File: src/rtl/booth_seq_multiplier_pkg.sv
// Shared types and constants for the sequential Booth multiplier.
// Included first so controller, step unit and interface agree on encodings.
package mult_pkg;

  typedef enum logic [1:0] {
    IDLE = 2'd0,
    RUN  = 2'd1,
    DONE = 2'd2
  } state_e;

  localparam logic [1:0] BOOTH_ADD = 2'b01;
  localparam logic [1:0] BOOTH_SUB = 2'b10;

  localparam int DEFAULT_WIDTH = 32;

endpackage

File: src/rtl/booth_seq_multiplier_if.sv
// Issue-side bundle of the Booth multiplier: start/operands in,
// status and product out.
interface booth_seq_multiplier_if #(
  parameter int WIDTH = mult_pkg::DEFAULT_WIDTH
);

  logic               start;
  logic [WIDTH-1:0]   multiplicand;
  logic [WIDTH-1:0]   multiplier;
  logic               ready;
  logic               busy;
  logic               done;
  logic [2*WIDTH-1:0] product;

  modport master (
    output start,
    output multiplicand,
    output multiplier,
    input  ready,
    input  busy,
    input  done,
    input  product
  );

  modport slave (
    input  start,
    input  multiplicand,
    input  multiplier,
    output ready,
    output busy,
    output done,
    output product
  );

endinterface

File: src/rtl/booth_seq_multiplier_step_unit.sv
// One radix-2 Booth iteration: conditional add/sub of M into A,
// then arithmetic shift right of {A,Q,Q_1}.
module booth_step_unit
  import mult_pkg::*;
#(
  parameter int AW = DEFAULT_WIDTH + 1
) (
  input  logic [AW-1:0] a,
  input  logic [AW-2:0] q,
  input  logic          q_1,
  input  logic [AW-1:0] m,
  output logic [AW-1:0] a_n,
  output logic [AW-2:0] q_n,
  output logic          q_1_n
);

  localparam int QW = AW - 1;

  logic [AW-1:0] sum;

  always_comb begin
    sum = a;
    unique case ({q[0], q_1})
      BOOTH_ADD: sum = a + m;
      BOOTH_SUB: sum = a + ~m + AW'(1);
      default:   sum = a;
    endcase
  end

  assign a_n   = {sum[AW-1], sum[AW-1:1]};
  assign q_n   = {sum[0], q[QW-1:1]};
  assign q_1_n = q[0];

endmodule

File: src/rtl/booth_seq_multiplier.sv
// Sequential Booth multiplier controller: owns operand/accumulator
// registers, the iteration counter and the IDLE/RUN/DONE FSM.
module booth_seq_multiplier
  import mult_pkg::*;
#(
  parameter int WIDTH = DEFAULT_WIDTH
) (
  input  logic                 clk,
  input  logic                 rst,
  booth_seq_multiplier_if.slave bus
);

  localparam int CNT_W = $clog2(WIDTH) + 1;
  localparam int AW    = WIDTH + 1;

  state_e             state_q, state_d;
  logic [AW-1:0]      m_q, m_d;
  logic [AW-1:0]      a_q, a_d;
  logic [WIDTH-1:0]   q_q, q_d;
  logic               q1_q, q1_d;
  logic [CNT_W-1:0]   cnt_q, cnt_d;
  logic [2*WIDTH-1:0] prod_q, prod_d;

  logic [AW-1:0]      a_n;
  logic [WIDTH-1:0]   q_n;
  logic               q1_n;

  booth_step_unit #(
    .AW (AW)
  ) u_step (
    .a     (a_q),
    .q     (q_q),
    .q_1   (q1_q),
    .m     (m_q),
    .a_n   (a_n),
    .q_n   (q_n),
    .q_1_n (q1_n)
  );

  always_comb begin
    state_d = state_q;
    m_d     = m_q;
    a_d     = a_q;
    q_d     = q_q;
    q1_d    = q1_q;
    cnt_d   = cnt_q;
    prod_d  = prod_q;
    unique case (state_q)
      IDLE: begin
        if (bus.start) begin
          state_d = RUN;
          m_d     = {bus.multiplicand[WIDTH-1], bus.multiplicand};
          a_d     = '0;
          q_d     = bus.multiplier;
          q1_d    = 1'b0;
          cnt_d   = CNT_W'(WIDTH);
        end
      end
      RUN: begin
        a_d   = a_n;
        q_d   = q_n;
        q1_d  = q1_n;
        cnt_d = cnt_q - CNT_W'(1);
        // Last step: capture the product directly from the step outputs.
        if (cnt_q == CNT_W'(1)) begin
          state_d = DONE;
          prod_d  = {a_n[WIDTH-1:0], q_n};
        end
      end
      DONE:    state_d = IDLE;
      default: state_d = IDLE;
    endcase
  end

  always_ff @(posedge clk or posedge rst) begin
    if (rst) begin
      state_q <= IDLE;
      m_q     <= '0;
      a_q     <= '0;
      q_q     <= '0;
      q1_q    <= 1'b0;
      cnt_q   <= '0;
      prod_q  <= '0;
    end else begin
      state_q <= state_d;
      m_q     <= m_d;
      a_q     <= a_d;
      q_q     <= q_d;
      q1_q    <= q1_d;
      cnt_q   <= cnt_d;
      prod_q  <= prod_d;
    end
  end

  assign bus.ready   = (state_q == IDLE);
  assign bus.busy    = (state_q == RUN);
  assign bus.done    = (state_q == DONE);
  assign bus.product = prod_q;

endmodule

File: src/flat_wrapper.sv
// flat-port wrapper written by rule: the top's interface ports become plain ports
module booth_seq_multiplier_flat import mult_pkg::*;
#(
  parameter int WIDTH = DEFAULT_WIDTH
)
  (clk, rst, bus_start, bus_multiplicand, bus_multiplier, bus_ready, bus_busy, bus_done, bus_product);
  booth_seq_multiplier_if #(.WIDTH(WIDTH)) bus_i ();
  input  logic clk;
  input  logic rst;
  input wire logic [$bits(bus_i.start)-1:0] bus_start;
  input wire logic [$bits(bus_i.multiplicand)-1:0] bus_multiplicand;
  input wire logic [$bits(bus_i.multiplier)-1:0] bus_multiplier;
  output wire logic [$bits(bus_i.ready)-1:0] bus_ready;
  output wire logic [$bits(bus_i.busy)-1:0] bus_busy;
  output wire logic [$bits(bus_i.done)-1:0] bus_done;
  output wire logic [$bits(bus_i.product)-1:0] bus_product;
  assign bus_i.start = bus_start;
  assign bus_i.multiplicand = bus_multiplicand;
  assign bus_i.multiplier = bus_multiplier;
  assign bus_ready = bus_i.ready;
  assign bus_busy = bus_i.busy;
  assign bus_done = bus_i.done;
  assign bus_product = bus_i.product;
  booth_seq_multiplier #(.WIDTH(WIDTH)) u_core (.clk(clk), .rst(rst), .bus(bus_i));
endmodule
File: config.mk
export PLATFORM = sky130hd
export DESIGN_NAME = booth_seq_multiplier_flat
export DESIGN_NICKNAME = d
export VERILOG_FILES = /design/src/rtl/booth_seq_multiplier_pkg.sv /design/src/rtl/booth_seq_multiplier_if.sv /design/src/rtl/booth_seq_multiplier_step_unit.sv /design/src/rtl/booth_seq_multiplier.sv /design/src/flat_wrapper.sv
export SDC_FILE = /design/constraint.sdc
export NUM_CORES = 1
export LEC_CHECK = 0
export ABC_AREA = 1
export BUFFER_PORTS_ARGS = -buffer_cell sky130_fd_sc_hd__buf_2
export CAP_MARGIN = 15
export CORE_MARGIN = 1.5
export CORE_UTILIZATION = 25
export CTS_CLUSTER_SIZE = 40
export DETAILED_ROUTE_END_ITERATION = 6
export GPL_TIMING_DRIVEN = 0
export MAX_ROUTING_LAYER = met4
export PLACE_DENSITY = 0.39
export SYNTH_ARGS = -nofsm -noshare
export SYNTH_HDL_FRONTEND = slang
export SYNTH_SLANG_ARGS = --single-unit
File: constraint.sdc
create_clock -name clk -period 13.8 [get_ports clk]
set_clock_uncertainty 0.2 [all_clocks]
set_input_delay 0.69 -clock clk [delete_from_list [all_inputs] [get_ports clk]]
set_output_delay 0.69 -clock clk [all_outputs]
set_load 0.02 [all_outputs]
# Word-level counts from Yosys, hierarchy flattened
# Index checks and enable logic that the tools add are counted.
# word_totals
reg_bits	170
in_bits	67
output_inout_bits	67
wordCells	37
# op_classes
add_sub_neg	4
eq_ne	7
muxes	12
bitwise	1
n_reduce_logical	6
# ops
op	count
$pmux W33 S2	2
$add A33 B33 Y33	2
$pmux W32 S2	1
$add A33 B1 Y33 const B	1
$mux W33	1
$not A33 Y33	1
$mux W32	1
$pmux W6 S2	1
$reduce_and A2 Y1	4
$eq A6 B1 Y1 const B	1
$mux W6	1
$sub A6 B1 Y6 const B	1
$eq A2 B1 Y1 const B	2
$eq A2 B2 Y1 const B	2
$mux W2	2
$pmux W2 S2	1
$logic_not A2 Y1	1
$ne A2 B1 Y1 const B	1
$ne A2 B2 Y1 const B	1
$pmux W1 S2	1
$reduce_bool A2 Y1	1
$mux W1	1

# Longest topological paths before layout
# depth
word_depth	5
ltp_mapped	19
depth_no_buf	19

# Cells and area by module
# From an unflattened synthesis, not the netlist that was laid out.
# unflattened
cells_unflattened	2051
hier_area_um2	12934.9
# modules_own_cells
module	instances	cells_per_inst	area_each_um2	seq_area_each_um2
booth_seq_multiplier	1	784	6852.8	4254.1
booth_step_unit	1	1267	6082.1	0.0

# Worst setup path after synthesis
# No wires, ideal clock.
# synth_path
kind	register to register
startpoint	register u_core.a_q[0]
endpoint	register u_core.a_q[29]
setup_time_ns	0.117
arrival_time_ns	2.058
t_required_ns	13.483
setup_slack_ns	11.424
stages_incl_launch_ff	18
path_buffers	0
synth_period_minus_slack_ns	2.376
cell_sequence	dfrtp_1 -> inv_1 -> ha_1 -> fa_1 -> inv_1 -> nand2_1 -> a21oi_1 -> nand2_1 -> nand2_1 -> nand2_1 -> nand2_1 -> nand2_1 -> nand2_1 -> nand2_1 -> nand3_1 -> nand3_1 -> nand3_1 -> nand2_1
# synth_via
elab_chain_cells	4
elab_cells_between_ends	5
cone_classes	add/sub: 3; mux: 2
# synth_lines
item	line_no	rtl
start, declared	booth_seq_multiplier.sv:18	logic [AW-1:0] a_q, a_d;
start signal, assigned	booth_seq_multiplier.sv:79	a_q <= '0;
start signal, assigned	booth_seq_multiplier.sv:87	a_q <= a_d;
$add A33 B33 Y33	booth_seq_multiplier_step_unit.sv:25	BOOTH_SUB: sum = a + ~m + AW'(1);
$add A33 B1 Y33	booth_seq_multiplier_step_unit.sv:25	
$pmux W33 S2 (*)	booth_seq_multiplier_step_unit.sv:23	unique case ({q[0], q_1})
$pmux W33 S2 (*)	booth_seq_multiplier.sv:48	unique case (state_q)
# Every way passes the cells marked *; elsewhere a longest branch is shown, timed or not.
# A chain may end at the register's enable or synchronous reset.

# Final worst setup path
# layout_path
startpoint	register u_core.a_q[0]
endpoint	register u_core.prod_q[61], in the netlist u_core.bus.product[61]
# layout_via
elab_chain_cells	3
elab_cells_between_ends	4
cone_classes	add/sub: 3; mux: 1
# layout_lines
item	line_no	rtl
$add A33 B33 Y33	booth_seq_multiplier_step_unit.sv:25	
$add A33 B1 Y33	booth_seq_multiplier_step_unit.sv:25	
$pmux W33 S2 (*)	booth_seq_multiplier_step_unit.sv:23	
end signal, assigned	booth_seq_multiplier.sv:91	prod_q <= prod_d;
end, declared	booth_seq_multiplier.sv:22	logic [2*WIDTH-1:0] prod_q, prod_d;
# Marked as above.

==> results.cfg <==
[cells_and_area]
final_cell_mix = 566 x nand2_1, 254 x inv_1, 169 x dfrtp_1
utilization_pct = 29.8
drive_above_1_share_pct = 14.2
stdcell_count = 2526
fin_nets = 2040
syn2layout_area_growth_pct = 17.1
final_common_cell = nand2_1
design_area_sq_um = 13900

[clock_tree]
cts_max_level = 4
cts_setup_buffers = 0
clockBufferDepth = 2
cts_resized = 0
clk-insertion-delay-late_ns = 0.45
holdBufCountCts = 0
cts_buffers = 17
path_clk_slew_ns = 0.07
cts.sinks = 169
clockRootBuffer = clkbuf_16
cts_tree = built

[synth]
async_flop_share_pct = 100
synth_cell_types = 42
synthesis.nets = 1887
synth_enable_flop_cells = 0
ys_warn_count = 0
ys_seq_area_share_pct = 35.6
synth_flop_cell = dfrtp_1
syn_area_per_cell_sq_um = 6.78
ys_ff_latch = 169
synth_cells = 1750
syn_area_sq_um = 11900

[critical_path]
reg2reg_from = u_core.a_q[0]$_DFFE_PP0P_
crit_path_end_kind = flip-flop
crit_type = reg2reg
rrSetupSlack_ns = 10.73
cp.required_ns = 13.94
critical_path.startpoint_type = flip-flop
cpPeakStageDelay_ns = 0.46
ff2ff_path_depth = 17
slowest_stage = fa_1
cp-startpoint = u_core.a_q[0]$_DFFE_PP0P_
endpoint = u_core.bus.product[61]$_DFFE_PP0P_
cp.arrival_ns = 3.20
path_cells = inv_1 > ha_1 > fa_1 > inv_1 > nand2_1 > a21oi_1 > nand2_1 > nand2_1 > nand2_1 > nand2_1 > nand2_1 > nand2_1 > nand2_1 > nand3_1 > nand3_1 > nand3_1 > nand2_1
timing.rr.end = u_core.bus.product[61]$_DFFE_PP0P_
crit_fanout = 4
crit_path_frequent_cell = nand2_1

[sta]
hold_viol = 0
worst_slack_ns = 10.73
relSlewSlack_pct = 46.5
period_needed_ns = 3.07
whs_ns = 0.0716
tightest_slew_ns = 0.802
setup_viol = 0
fin_crit_sh_pct = 22.2
setup-tns-final_ns = 0
final-max-slew-violation-count = 0
fmax_mhz = 326
rsz0062_at_grt = no

[global_routing]
antenna_found_initial = 3
grt_pass1_vias = 11500
grt_usage_pct = 19.5
grt_max_degree = 109
grt_first_pass_wirelength_microns = 70100
grt_overflow = 0

[floorplan]
io_pins = 134
initial_core_util_pct = 25.4
dieArea_sq_um = 48800
fp.dieH_microns = 221
chipWidth_microns = 221
num_rows = 79
coreArea_sq_um = 46700

[power_and_ir_drop]
p_leak_nw = 7.56
ir_drop_v = 0.0000883
powerDensity_nw_per_um2 = 71.7
power_mw = 0.996

[placement]
place_congestion = 0.958
dp_cells = 2491
dp_hpwl_microns = 37500
place_ws_ns = 10.75
port_buffers = 133
detailed_place.area_sq_um = 13300

[drt]
wl_microns = 45800
antenna_left = 0
drtIter0Drc = 790
vias = 11600
drtPass1Iterations = 7
drc = 1
post_drt_via_cell_ratio = 4.59
wl_per_cell_microns = 18.1

[outcome]
violations = design-rule violations
outcome = finished, violations left

[worst_hold_path]
hp-class = in2async

[flow_run]
drv_cap = 0
[flip-flops by register name, summed over array words and instances (netlist names)]
name                count
u_core.m_q             32
u_core.q_q             32
u_core.bus.product     64
u_core.state_q          2
u_core.a_q             32
u_core.cnt_q            6
u_core.q1_q             1
[cells in the mapped netlist (all sizes together), types with 3 or more instances]
master    n  share of area (%)
nand3   153                6.6
ha       68                7.2
a22oi    31                2.0
inv     266                8.4
and2      4               0.21
clkbuf   27               0.89
o21bai   17                1.1
xor2      3               0.22
o22ai     4               0.21
a21oi    72                3.3
nand2   579                 19
nand4     9               0.47
nor2    107                3.7
buf      46                2.5
nor3     10               0.46
dfrtp   169                 36
or2      14               0.74
o21ai   155                6.7
[critical path: cells and delay by family, from the launching register on]
| family | cells | cell delay (ns) |
|---|---|---|
| AO/OA/AOI/OAI | 1 | 0.26 |
| buffers and inverters | 2 | 0.16 |
| flip-flops | 1 | 0.35 |
| adder cells (fa/ha/maj) | 2 | 0.69 |
| AND/OR/NAND/NOR | 12 | 1.31 |
[layer usage]
metal	part of all wire, %	vias up	global-route usage [%]	wire (microns)
met4	1.5	0	5.03	684
met2	46	241	30.8	20900
li1	-	5849	-	-
met3	5.1	35	3.74	2350
met5	0	-	-	0
met1	48	5463	25.5	21800
[logic make-up (layout without fill, tap and decap cells)]
family	Yosys count	count (layout)	synth area share, %
other cells	0	3	0
buf+inv	339	505	11.8
compound gates	286	286	13.6
xor+xnor	3	3	0.221
simple gates	881	881	31.1
fa+ha+maj	70	70	7.50
flops	169	169	35.6
mux	2	2	0.169
[power by group]
group,internal (mW),switching [mW],total (mW)
clock network,0.247,0.232,0.480
logic,0.00742,0.0142,0.0217
registers,0.495,0,0.495
[worst min-delay path by stage]
stage,cells after the start,endpoint,slack [ns]
2_1_floorplan,1,u_core.cnt_q[5]$_DFFE_PP0P_,0.25
3_3_place_gp,2,u_core.bus.product[31]$_DFFE_PP0P_,0.26
3_5_place_dp,2,u_core.bus.product[41]$_DFFE_PP0P_,0.26
4_1_cts,2,u_core.bus.product[58]$_DFFE_PP0P_,0.07
5_1_grt,2,u_core.bus.product[58]$_DFFE_PP0P_,0.11
6_report,2,u_core.bus.product[58]$_DFFE_PP0P_,0.07
[cell type report]
cell class,instances,area (sq um)
Sequential cell,169,4230
Timing Repair Buffer,134,693
Buffer,73,398
Tap cell,607,759
Multi-Input combinational cell,1242,6250
Antenna cell,3,7.51
Clock buffer,21,460
Clock inverter,11,100
Fill cell,5339,32800
Inverter,266,1010
Note: power is estimated with default switching activity, not from simulation.
